--- config.mk ---
export PLATFORM = sky130hd
export DESIGN_NAME = switch_alloc_3port
export DESIGN_NICKNAME = d
export VERILOG_FILES = /design/src/rtl/switch_alloc_3port_pkg.sv /design/src/rtl/switch_alloc_3port_sa_out_arb.sv /design/src/rtl/switch_alloc_3port.sv
export SDC_FILE = /design/constraint.sdc
export NUM_CORES = 1
export LEC_CHECK = 0
export CORE_MARGIN = 2
export CORE_UTILIZATION = 35
export DETAILED_ROUTE_END_ITERATION = 16
export PLACE_DENSITY = 0.56
export SLEW_MARGIN = 30
export SYNTH_ARGS = -nofsm -noshare
export SYNTH_HDL_FRONTEND = slang
export SYNTH_SLANG_ARGS = --single-unit
--- constraint.sdc ---
create_clock -name clk -period 7.9 [get_ports clk]
set_clock_uncertainty 0.15 [all_clocks]
set_input_delay 0.79 -clock clk [delete_from_list [all_inputs] [get_ports clk]]
set_output_delay 0.79 -clock clk [all_outputs]
set_load 0.005 [all_outputs]
--- src/rtl/switch_alloc_3port_pkg.sv ---
`default_nettype none
// ============================================================================
//  Module      : switch_alloc_3port_pkg
//  Description : Shared constants and helpers for the 3-port switch allocator:
//                one-hot route codes, port indices, credit counter width and
//                the round-robin pick function.
//  Revision    : 1.0  initial release
// ============================================================================
package switch_alloc_3port_pkg;

    // Route codes carried on req_port_i (one-hot output port)
    localparam logic [2:0] c_EMPTY          = 3'b000;
    localparam logic [2:0] c_OUT_X1_PORT    = 3'b001;
    localparam logic [2:0] c_OUT_Y1_PORT    = 3'b010;
    localparam logic [2:0] c_OUT_LOCAL_PORT = 3'b100;

    // Port index map, shared by inputs and outputs
    localparam logic [1:0] c_IDX_X1    = 2'd0;
    localparam logic [1:0] c_IDX_Y1    = 2'd1;
    localparam logic [1:0] c_IDX_LOCAL = 2'd2;

    // Credit counter width; holds depths 1..7
    localparam int c_CRDT_W = 3;

    // Index -> one-hot select over the three ports
    function automatic logic [2:0] onehot3(input logic [1:0] idx);
        logic [2:0] v;
        v = 3'b000;
        case (idx)
            c_IDX_X1:    v = 3'b001;
            c_IDX_Y1:    v = 3'b010;
            c_IDX_LOCAL: v = 3'b100;
            default:     v = 3'b000;
        endcase
        return v;
    endfunction

    // First requester scanning upward from ptr+1 (mod 3); caller checks |req
    function automatic logic [1:0] rr_pick(input logic [2:0] req, input logic [1:0] ptr);
        logic [1:0] a;
        logic [1:0] b;
        logic [1:0] c;
        case (ptr)
            2'd0:    begin a = 2'd1; b = 2'd2; c = 2'd0; end
            2'd1:    begin a = 2'd2; b = 2'd0; c = 2'd1; end
            default: begin a = 2'd0; b = 2'd1; c = 2'd2; end
        endcase
        if (req[a])      return a;
        else if (req[b]) return b;
        else             return c;
    endfunction

endpackage
`default_nettype wire

--- src/rtl/switch_alloc_3port_sa_out_arb.sv ---
`default_nettype none
// ============================================================================
//  Module      : sa_out_arb
//  Description : Per-output arbiter: IDLE/LOCKED wormhole lock, round-robin
//                pointer and downstream credit counter for one output port.
//  Revision    : 1.0  initial release
// ============================================================================
module sa_out_arb
    import switch_alloc_3port_pkg::*;
#(
    parameter int CREDIT_DEPTH = 4
) (
    input  logic       clk,
    input  logic       rst,
    input  logic [2:0] i_req,         // inputs requesting this output (valid-qualified)
    input  logic [2:0] i_flit_valid,
    input  logic [2:0] i_flit_tail,
    input  logic       i_credit,
    output logic       o_valid,
    output logic [2:0] o_ready,       // one-hot: owner input consumed a flit
    output logic [2:0] o_sel
);

    localparam logic [0:0] c_ST_IDLE   = 1'b0;
    localparam logic [0:0] c_ST_LOCKED = 1'b1;
    localparam logic [c_CRDT_W-1:0] c_CRDT_FULL = c_CRDT_W'(CREDIT_DEPTH);

    logic [0:0]          r_state;
    logic [1:0]          r_owner;
    logic [1:0]          r_rr_ptr;
    logic [c_CRDT_W-1:0] r_credit;
    logic [2:0]          r_sel;

    logic       w_xfer;
    logic [1:0] w_pick;

    assign w_xfer  = (r_state == c_ST_LOCKED) && i_flit_valid[r_owner] && (r_credit != '0);
    assign w_pick  = rr_pick(i_req, r_rr_ptr);
    assign o_valid = w_xfer;
    assign o_ready = w_xfer ? onehot3(r_owner) : 3'b000;
    assign o_sel   = r_sel;

    // Wormhole lock: grant in IDLE, hold through bubbles, release after the tail moves
    always_ff @(posedge clk) begin
        if (rst) begin
            r_state  <= c_ST_IDLE;
            r_owner  <= 2'd0;
            r_rr_ptr <= 2'd2;
            r_sel    <= 3'b000;
        end else begin
            case (r_state)
                c_ST_IDLE: begin
                    if (|i_req) begin
                        r_state <= c_ST_LOCKED;
                        r_owner <= w_pick;
                        r_sel   <= onehot3(w_pick);
                    end
                end
                c_ST_LOCKED: begin
                    if (w_xfer && i_flit_tail[r_owner]) begin
                        r_state  <= c_ST_IDLE;
                        r_rr_ptr <= r_owner;
                        r_sel    <= 3'b000;
                    end
                end
                default: begin
                    r_state <= c_ST_IDLE;
                    r_sel   <= 3'b000;
                end
            endcase
        end
    end

    // Credit tracking; a return while already full is dropped so the count never wraps
    always_ff @(posedge clk) begin
        if (rst) begin
            r_credit <= c_CRDT_FULL;
        end else if (w_xfer && !i_credit) begin
            r_credit <= r_credit - 1'b1;
        end else if (i_credit && !w_xfer && (r_credit != c_CRDT_FULL)) begin
            r_credit <= r_credit + 1'b1;
        end
    end

    // Downstream must never return a credit when no slot is outstanding
    a_no_credit_overflow : assert property (@(posedge clk) disable iff (rst)
        !(i_credit && !w_xfer && (r_credit == c_CRDT_FULL)));

endmodule
`default_nettype wire

--- src/rtl/switch_alloc_3port.sv ---
`default_nettype none
// ============================================================================
//  Module      : switch_alloc_3port
//  Description : Output-side switch allocator for the 3-port mesh router.
//                Decodes per-input one-hot route codes into per-output
//                request vectors, runs one arbiter per output and merges the
//                per-output ready back onto the inputs.
//  Revision    : 1.0  initial release
// ============================================================================
module switch_alloc_3port
    import switch_alloc_3port_pkg::*;
#(
    parameter int CREDIT_DEPTH = 4
) (
    input  logic       clk,
    input  logic       rst,
    input  logic [8:0] req_port_i,
    input  logic [2:0] flit_valid_i,
    input  logic [2:0] flit_tail_i,
    input  logic [2:0] credit_i,
    output logic [2:0] in_ready_o,
    output logic [2:0] out_valid_o,
    output logic [8:0] out_sel_o
);

    logic [2:0] w_out_req [3];
    logic [2:0] w_out_rdy [3];

    for (genvar o = 0; o < 3; o++) begin : g_out
        // Input i requests output o when its head flit is present and its code selects o
        for (genvar i = 0; i < 3; i++) begin : g_in
            assign w_out_req[o][i] = flit_valid_i[i] & req_port_i[3*i+o];
        end

        sa_out_arb #(
            .CREDIT_DEPTH (CREDIT_DEPTH)
        ) u_arb (
            .clk          (clk),
            .rst          (rst),
            .i_req        (w_out_req[o]),
            .i_flit_valid (flit_valid_i),
            .i_flit_tail  (flit_tail_i),
            .i_credit     (credit_i[o]),
            .o_valid      (out_valid_o[o]),
            .o_ready      (w_out_rdy[o]),
            .o_sel        (out_sel_o[3*o +: 3])
        );
    end

    // An input targets one output at a time, so a plain OR merges the grants
    assign in_ready_o = w_out_rdy[0] | w_out_rdy[1] | w_out_rdy[2];

endmodule
`default_nettype wire
* Yosys cells after proc, flatten, opt, wreduce, memory -nomap -nowiden
Cells that the tools add are included.
** Cells by class
- Divide/modulo/power cells :: 0
- Shifts and indexed selects :: 0
- Mux-type cells :: 72
- Bitwise logic cells :: 14
- Add/subtract/negate cells :: 6
- Order comparisons :: 9
- $mul :: 0
- Equal/unequal tests :: 24
- Reduce and logical (&&, ||, !) cells :: 51
** Operators by type and width (count)
- $pmux W3 S3 :: 6
- $mux W3 :: 15
- $pmux W2 S2 :: 9
- $lt A2 B3 Y1 const B :: 9
- $bmux W1 S2 :: 12
- $eq A2 B1 Y1 const B :: 9
- $logic_and A1 B1 Y1 :: 18
- $logic_not A2 Y1 :: 9
- $mux W1 :: 18
- $pmux W3 S2 :: 3
- $reduce_and A2 Y1 :: 9
- $eq A2 B2 Y1 const B :: 6
- $mux W2 :: 6
- $add A3 B1 Y3 const B :: 3
- $and A1 B1 Y1 :: 9
- $ne A3 B3 Y1 const B :: 3
- $reduce_bool A3 Y1 :: 3
- $reduce_or A3 Y1 :: 3
- $sub A3 B1 Y3 const B :: 3
- $logic_not A1 Y1 :: 6
- $ne A2 B1 Y1 const B :: 3
- $ne A2 B2 Y1 const B :: 3
- $or A3 B3 Y3 :: 2
- $pmux W1 S2 :: 3
- 2 further kinds :: 6
** Storage, ports and cells
- Input bits :: 20
- Output and inout port bits :: 15
- ROM bits :: 0
- Bits in registers :: 33
- Memories :: 0
- Memory bits (writable) :: 0
- Logic and storage cells :: 191
- Latch bits :: 0

* Logic depth before layout (Yosys ltp)
- Depth after elaboration :: 10
- Mapped depth :: 11
- Depth with buffers taken out :: 10

* Hierarchy
From an unflattened synthesis, not the netlist that was laid out.
** Unflattened totals
- Cells, all modules :: 267
- Area, all modules :: 2162.1 µm²
** By module, submodules not included
- sa_out_arb :: seq. area each 220.2 µm², area each 695.7 µm², cells an instance 85, times used 3
- switch_alloc_3port :: seq. area each 0.0 µm², area each 75.1 µm², cells an instance 12, times used 1

* Worst setup path before layout
OpenSTA, ideal clock, no wires.
- Kind :: input -> register
- Start point :: input flit_valid_i[2]
- End point :: register g_out[2].u_arb.r_credit[1]
- Slack :: 4.988 ns
- Setup time :: 0.091 ns
- Buffers on the path :: 1
- Arrival time :: 2.672 ns
- Stages :: 11
- Path through :: buf_2 > nand3b_1 > o21ai_2 > nand2_2 > or3_1 > fa_1 > nand2_1 > o21ai_0 > a21oi_1 > nand2_1 > a311oi_1
** Between the ends
- Longest elaborated chain between the ends :: 8
- Elaborated cells between the ends (all ways) :: 10
- Those cells by class :: 3 x mux; 7 x reduce/logical
** Ends and longest elaborated chain
- start, declared :: RTL line switch_alloc_3port.sv:18 : input logic [2:0] flit_valid_i,
- $bmux W1 S2 (*) :: RTL line switch_alloc_3port_sa_out_arb.sv:37 : assign w_xfer = (r_state == c_ST_LOCKED) && i_flit_valid[r_owner] && (r_credit != '0);
- $mux W1 (implied by the code) (*) :: RTL line switch_alloc_3port_sa_out_arb.sv:37
- $logic_and A1 B1 Y1 (*) (2 in series) :: RTL line switch_alloc_3port_sa_out_arb.sv:37
- $logic_not A1 Y1 :: RTL line switch_alloc_3port_sa_out_arb.sv:80 : end else if (i_credit && !w_xfer && (r_credit != c_CRDT_FULL)) begin
- $logic_and A1 B1 Y1 (2 in series) :: RTL line switch_alloc_3port_sa_out_arb.sv:80
- $reduce_bool A2 Y1 (no line)
- end signal, assigned :: RTL line switch_alloc_3port_sa_out_arb.sv:77 : r_credit <= c_CRDT_FULL;
- end signal, assigned :: RTL line switch_alloc_3port_sa_out_arb.sv:79 : r_credit <= r_credit - 1'b1;
- end signal, assigned :: RTL line switch_alloc_3port_sa_out_arb.sv:81 : r_credit <= r_credit + 1'b1;
- end, declared :: RTL line switch_alloc_3port_sa_out_arb.sv:31 : logic [c_CRDT_W-1:0] r_credit;
Every way passes the cells marked *; elsewhere a longest branch is shown, timed or not. The select of a mux whose other input is x is not followed.
A chain may end at the register's enable or synchronous reset.

* Worst setup path in the final report
- Start point :: input flit_valid_i[1]
- End point :: output in_ready_o[2]
** Between the ends
- Longest elaborated chain between the ends :: 7
- Elaborated cells between the ends (all ways) :: 17
- Those cells by class :: 9 x mux; 2 x bitwise; 6 x reduce/logical
** Ends and longest elaborated chain
- $bmux W1 S2 :: RTL line switch_alloc_3port_sa_out_arb.sv:37
- $mux W1 (implied by the code) :: RTL line switch_alloc_3port_sa_out_arb.sv:37
- $logic_and A1 B1 Y1 (2 in series) :: RTL line switch_alloc_3port_sa_out_arb.sv:37
- $mux W3 :: RTL line switch_alloc_3port_sa_out_arb.sv:40 : assign o_ready = w_xfer ? onehot3(r_owner) : 3'b000;
- $or A3 B3 Y3 :: RTL line switch_alloc_3port.sv:51 : assign in_ready_o = w_out_rdy[0] | w_out_rdy[1] | w_out_rdy[2];
- $or A3 B3 Y3 (*) :: RTL line switch_alloc_3port.sv:51
- end, declared :: RTL line switch_alloc_3port.sv:21 : output logic [2:0] in_ready_o,
Marks and branches as above.

==> results.py <==
metrics = {
    "run_status": {
        "status": "complete, no violations",
    },
    "job": {
        "cap_violations": 0,
    },
    "clocking": {
        "cts_tree": "yes",
        "post_cts_buffers": 0,
        "cts_root_buf": "clkbuf_8",
        "cts_max_path_buffers": 2,
        "cts_resized": 0,
        "clock-sinks": 33,
        "cts_buffers": 5,
        "holdBufCountCts": 0,
        "cts.clk_slew.worst_paths_ns": 0.07,
        "htree_levels": 2,
        "clkLatencyLatePin_ns": 0.29,
    },
    "yosys": {
        "syn_nets": 298,
        "synth_compound_area_share_pct": 25.6,
        "synth_fa_ha_area_share_pct": 2.74,
        "synth_top_family_by_area": "simple AND/OR/NAND/NOR gates",
        "muxShareOfSynthArea_pct": 5.99,
        "synth_xor_area_share_pct": 1.60,
        "synth_warnings": 0,
        "ys_seq_area_share_pct": 30.1,
        "synthCells": 275,
        "synth_area_per_cell_sq_um": 7.98,
        "ys_types": 59,
        "synth_seq_cells": 33,
        "yosys_most_used_dff": "dfxtp_1",
        "synth-simple-area-share_pct": 26.9,
        "syn-cell-area_sq_um": 2190,
        "synth_edf_count": 0,
        "synthArstFlopShare_pct": 0,
    },
    "timing": {
        "post-route-period-util_pct": 51.4,
        "tns_ns": 0,
        "rsz0062_at_grt": "false",
        "max-slew-margin-rel_pct": 62.8,
        "drv_slew": 0,
        "fin_crit_ns": 4.06,
        "finalSetupViolCount": 0,
        "hold_viol": 0,
        "max_freq_ghz": 0.247,
        "max_slew.worst_pin.slew_ns": 0.556,
    },
    "drt": {
        "wire_per_inst_um": 13.7,
        "vias": 2031,
        "route.antenna.remaining_nets": 0,
        "viasPerCell": 5.40,
        "routed_wl_um": 5160,
        "remaining_drc_errors": 0,
        "drt_first_pass_iters": 4,
        "first_iter_violations": 81,
    },
    "floorplanning": {
        "dieArea_sq_um": 6920,
        "die_x_um": 83.2,
        "rows": 28,
        "pin_count": 35,
        "start_util_pct": 36.6,
        "die-height_um": 83.2,
        "coreArea_sq_um": 5990,
    },
    "place": {
        "hpwl_um": 3790,
        "finalWeightedCongestion": 0.790,
        "place_area_sq_um": 2540,
        "placement.io_buffers": 34,
    },
    "setup_path": {
        "required_ns": 6.96,
        "r2r-end": "g_out[2].u_arb.r_credit[1]",
        "r2r-start": "g_out[2].u_arb.r_owner[0]",
        "path_max_fanout": 13,
        "crit_arrival_ns": 3.12,
        "setup.worst_path.start_class": "input pin",
        "worst_setup_path_end_kind": "output port",
        "r2r_slack_ns": 5.01,
        "criticalPathCategory": "in2out",
        "reg2reg_depth": 10,
    },
    "worst_hold_path": {
        "hp-class": "reg2reg",
        "holdPathStages": 2,
        "min_to": "g_out[0].u_arb.o_sel[0]",
        "min_from": "g_out[0].u_arb.o_sel[0]",
    },
    "power_and_ir_drop": {
        "power_frac_comb_pct": 29.4,
        "internal_power_w": 0.000332,
        "p_leak_nw": 0.938,
        "power_switching_w": 0.000163,
        "p_sw_share_pct": 32.9,
        "power_density_nw_per_um2": 188,
        "clkPwrFrac_pct": 28.8,
        "power.sequential.fraction_pct": 41.8,
        "vdd_drop_max_v": 0.0000737,
    },
    "global_routing": {
        "grt_antenna_before_repair": 0,
        "grt_pass1_vias": 1822,
        "grt_pass1_wl_um": 8510,
        "grt_max_degree": 39,
        "gr-total-overflow": 0,
        "grt_usage_pct": 15.0,
    },
    "cells_and_area": {
        "num-fill-cells": 614,
        "stdcell_area_sq_um": 2640,
        "final_nets": 323,
        "antenna_cells": 0,
        "area_growth_pct": 20.3,
        "drive_gt1_share_pct": 9.30,
    },
}
-- cell families (layout without fill, tap and decap cells) --
group,Yosys count,count (layout)
AO/OA/AOI/OAI,78,78
adder cells (fa/ha/maj),3,3
multiplexers,12,12
XOR/XNOR,4,4
flip-flops,33,33
AND/OR/NAND/NOR,113,113
buffers and inverters,32,58
-- per-stage QoR --
| step | setup slack (ns) | hold WS (ns) | cells | util, % | total power (W) |
|---|---|---|---|---|---|
| after floorplan | 4.99 | 0.310 | 275 | - | 0.000313 |
| after global placement | 3.89 | 0.303 | 368 | 42.3 | 0.000355 |
| after detailed placement | 3.79 | 0.316 | 368 | 42.3 | 0.000355 |
| after CTS | 3.81 | 0.323 | 376 | 44.0 | 0.000499 |
| after global routing | 3.67 | 0.340 | 376 | 44.0 | 0.000524 |
| final | 3.84 | 0.321 | 376 | 44.0 | 0.000495 |
-- synthesized netlist by cell type, types with 2 or more instances --
cell / n / area, sq um
buf_4: 7 / 52.6
mux2_4: 2 / 30.0
o41ai_1: 2 / 17.5
buf_1: 3 / 11.3
mux2i_1: 9 / 90.1
nand3_1: 14 / 70.1
nor3_1: 3 / 15.0
nand2_2: 2 / 12.5
o32a_1: 2 / 20.0
or2_2: 2 / 12.5
o22ai_1: 2 / 12.5
xor2_1: 3 / 26.3
o2bb2ai_1: 2 / 17.5
nor2b_1: 4 / 25.0
o211ai_1: 3 / 22.5
or3_1: 5 / 31.3
and3b_1: 3 / 26.3
a221oi_1: 2 / 17.5
o311ai_0: 2 / 17.5
nand4b_1: 2 / 17.5
a211o_1: 3 / 26.3
a31oi_1: 7 / 43.8
inv_1: 15 / 56.3
nand3b_1: 5 / 37.5
a31o_2: 2 / 17.5
o221ai_1: 3 / 26.3
nor2_1: 28 / 105
clkbuf_1: 5 / 18.8
a21oi_1: 23 / 115
nand2_1: 28 / 105
o31ai_1: 2 / 15.0
o21ai_0: 10 / 50.1
dfxtp_1: 33 / 661
fa_1: 3 / 60.1
nand2b_1: 6 / 37.5
nand4_1: 5 / 31.3
-- worst max-delay path, cell delays in order --
cell             delay [ns]
clkdlybuf4s50_1        0.63
mux2_4                 0.37
a31o_4                 0.28
nand2_2                0.08
inv_1                  0.09
a22oi_1                0.29
o31ai_1                0.12
clkdlybuf4s50_1        0.46
-- sequential cells by signal, summed over array words and instances, names as in the netlist --
signal and flops:
g_out.u_arb.o_sel 9, g_out.u_arb.r_credit 9, g_out.u_arb.r_owner 6, g_out.u_arb.r_rr_ptr 6, g_out.u_arb.r_state 3
-- placed cells by master (no fill, tap or decap), types with 3 or more instances in the layout --
cell and n:
dfxtp_1 33, or3_1 5, and3b_1 3, nor3_1 3
nand2_1 28, xor2_1 3, fa_1 3, a211o_1 3
mux2i_1 9, nand3_1 14, a21oi_1 23, nand2b_1 6
clkbuf_8 7, o211ai_1 3, clkdlybuf4s50_1 34, inv_1 15
nor2_1 28, nor2b_1 4, nand3b_1 5, o21ai_0 10
a31oi_1 7, o221ai_1 3, nand4_1 5
-- per-layer routing --
metal / wire length (um) / GRT usage (%) / part of all wire, %
met4: 104 / 6.71 / 2.0
met2: 2350 / 23.2 / 46
met3: 184 / 2.29 / 3.6
met1: 2520 / 20.4 / 49
met5: 0 / 0 / 0
-- area by class of cell --
type	count	area, sq um	share of cell area (%)
repair buffers	35	348	13.2
inverters	15	56.3	2.13
flip-flops and latches	33	661	25.0
multi-input cells	210	1380	52.2
well taps	75	93.8	3.56
clock buffers	7	96.3	3.65
clock inverters	1	5.00	0.190
-- worst max-delay path by stage --
stage               slack [ns]            start                          to
floorplan                 4.99  flit_valid_i[2]  g_out[2].u_arb.r_credit[1]
global placement          3.89  flit_valid_i[1]               in_ready_o[1]
detailed placement        3.79  flit_valid_i[1]               in_ready_o[0]
CTS                       3.81  flit_valid_i[1]               in_ready_o[0]
global route              3.67  flit_valid_i[1]               in_ready_o[1]
finish                    3.84  flit_valid_i[1]               in_ready_o[2]
-- power by group through the flow --
stage          Clock (W)  Sequential [W]  Combinational, W
3_3_place_gp           0        0.000211          0.000144
3_5_place_dp           0        0.000211          0.000145
5_1_grt         0.000150        0.000210          0.000164
6_report        0.000143        0.000207          0.000145
4_1_cts         0.000146        0.000207          0.000146
2_1_floorplan          0        0.000202          0.000111
(Power assumes the default switching activity.)
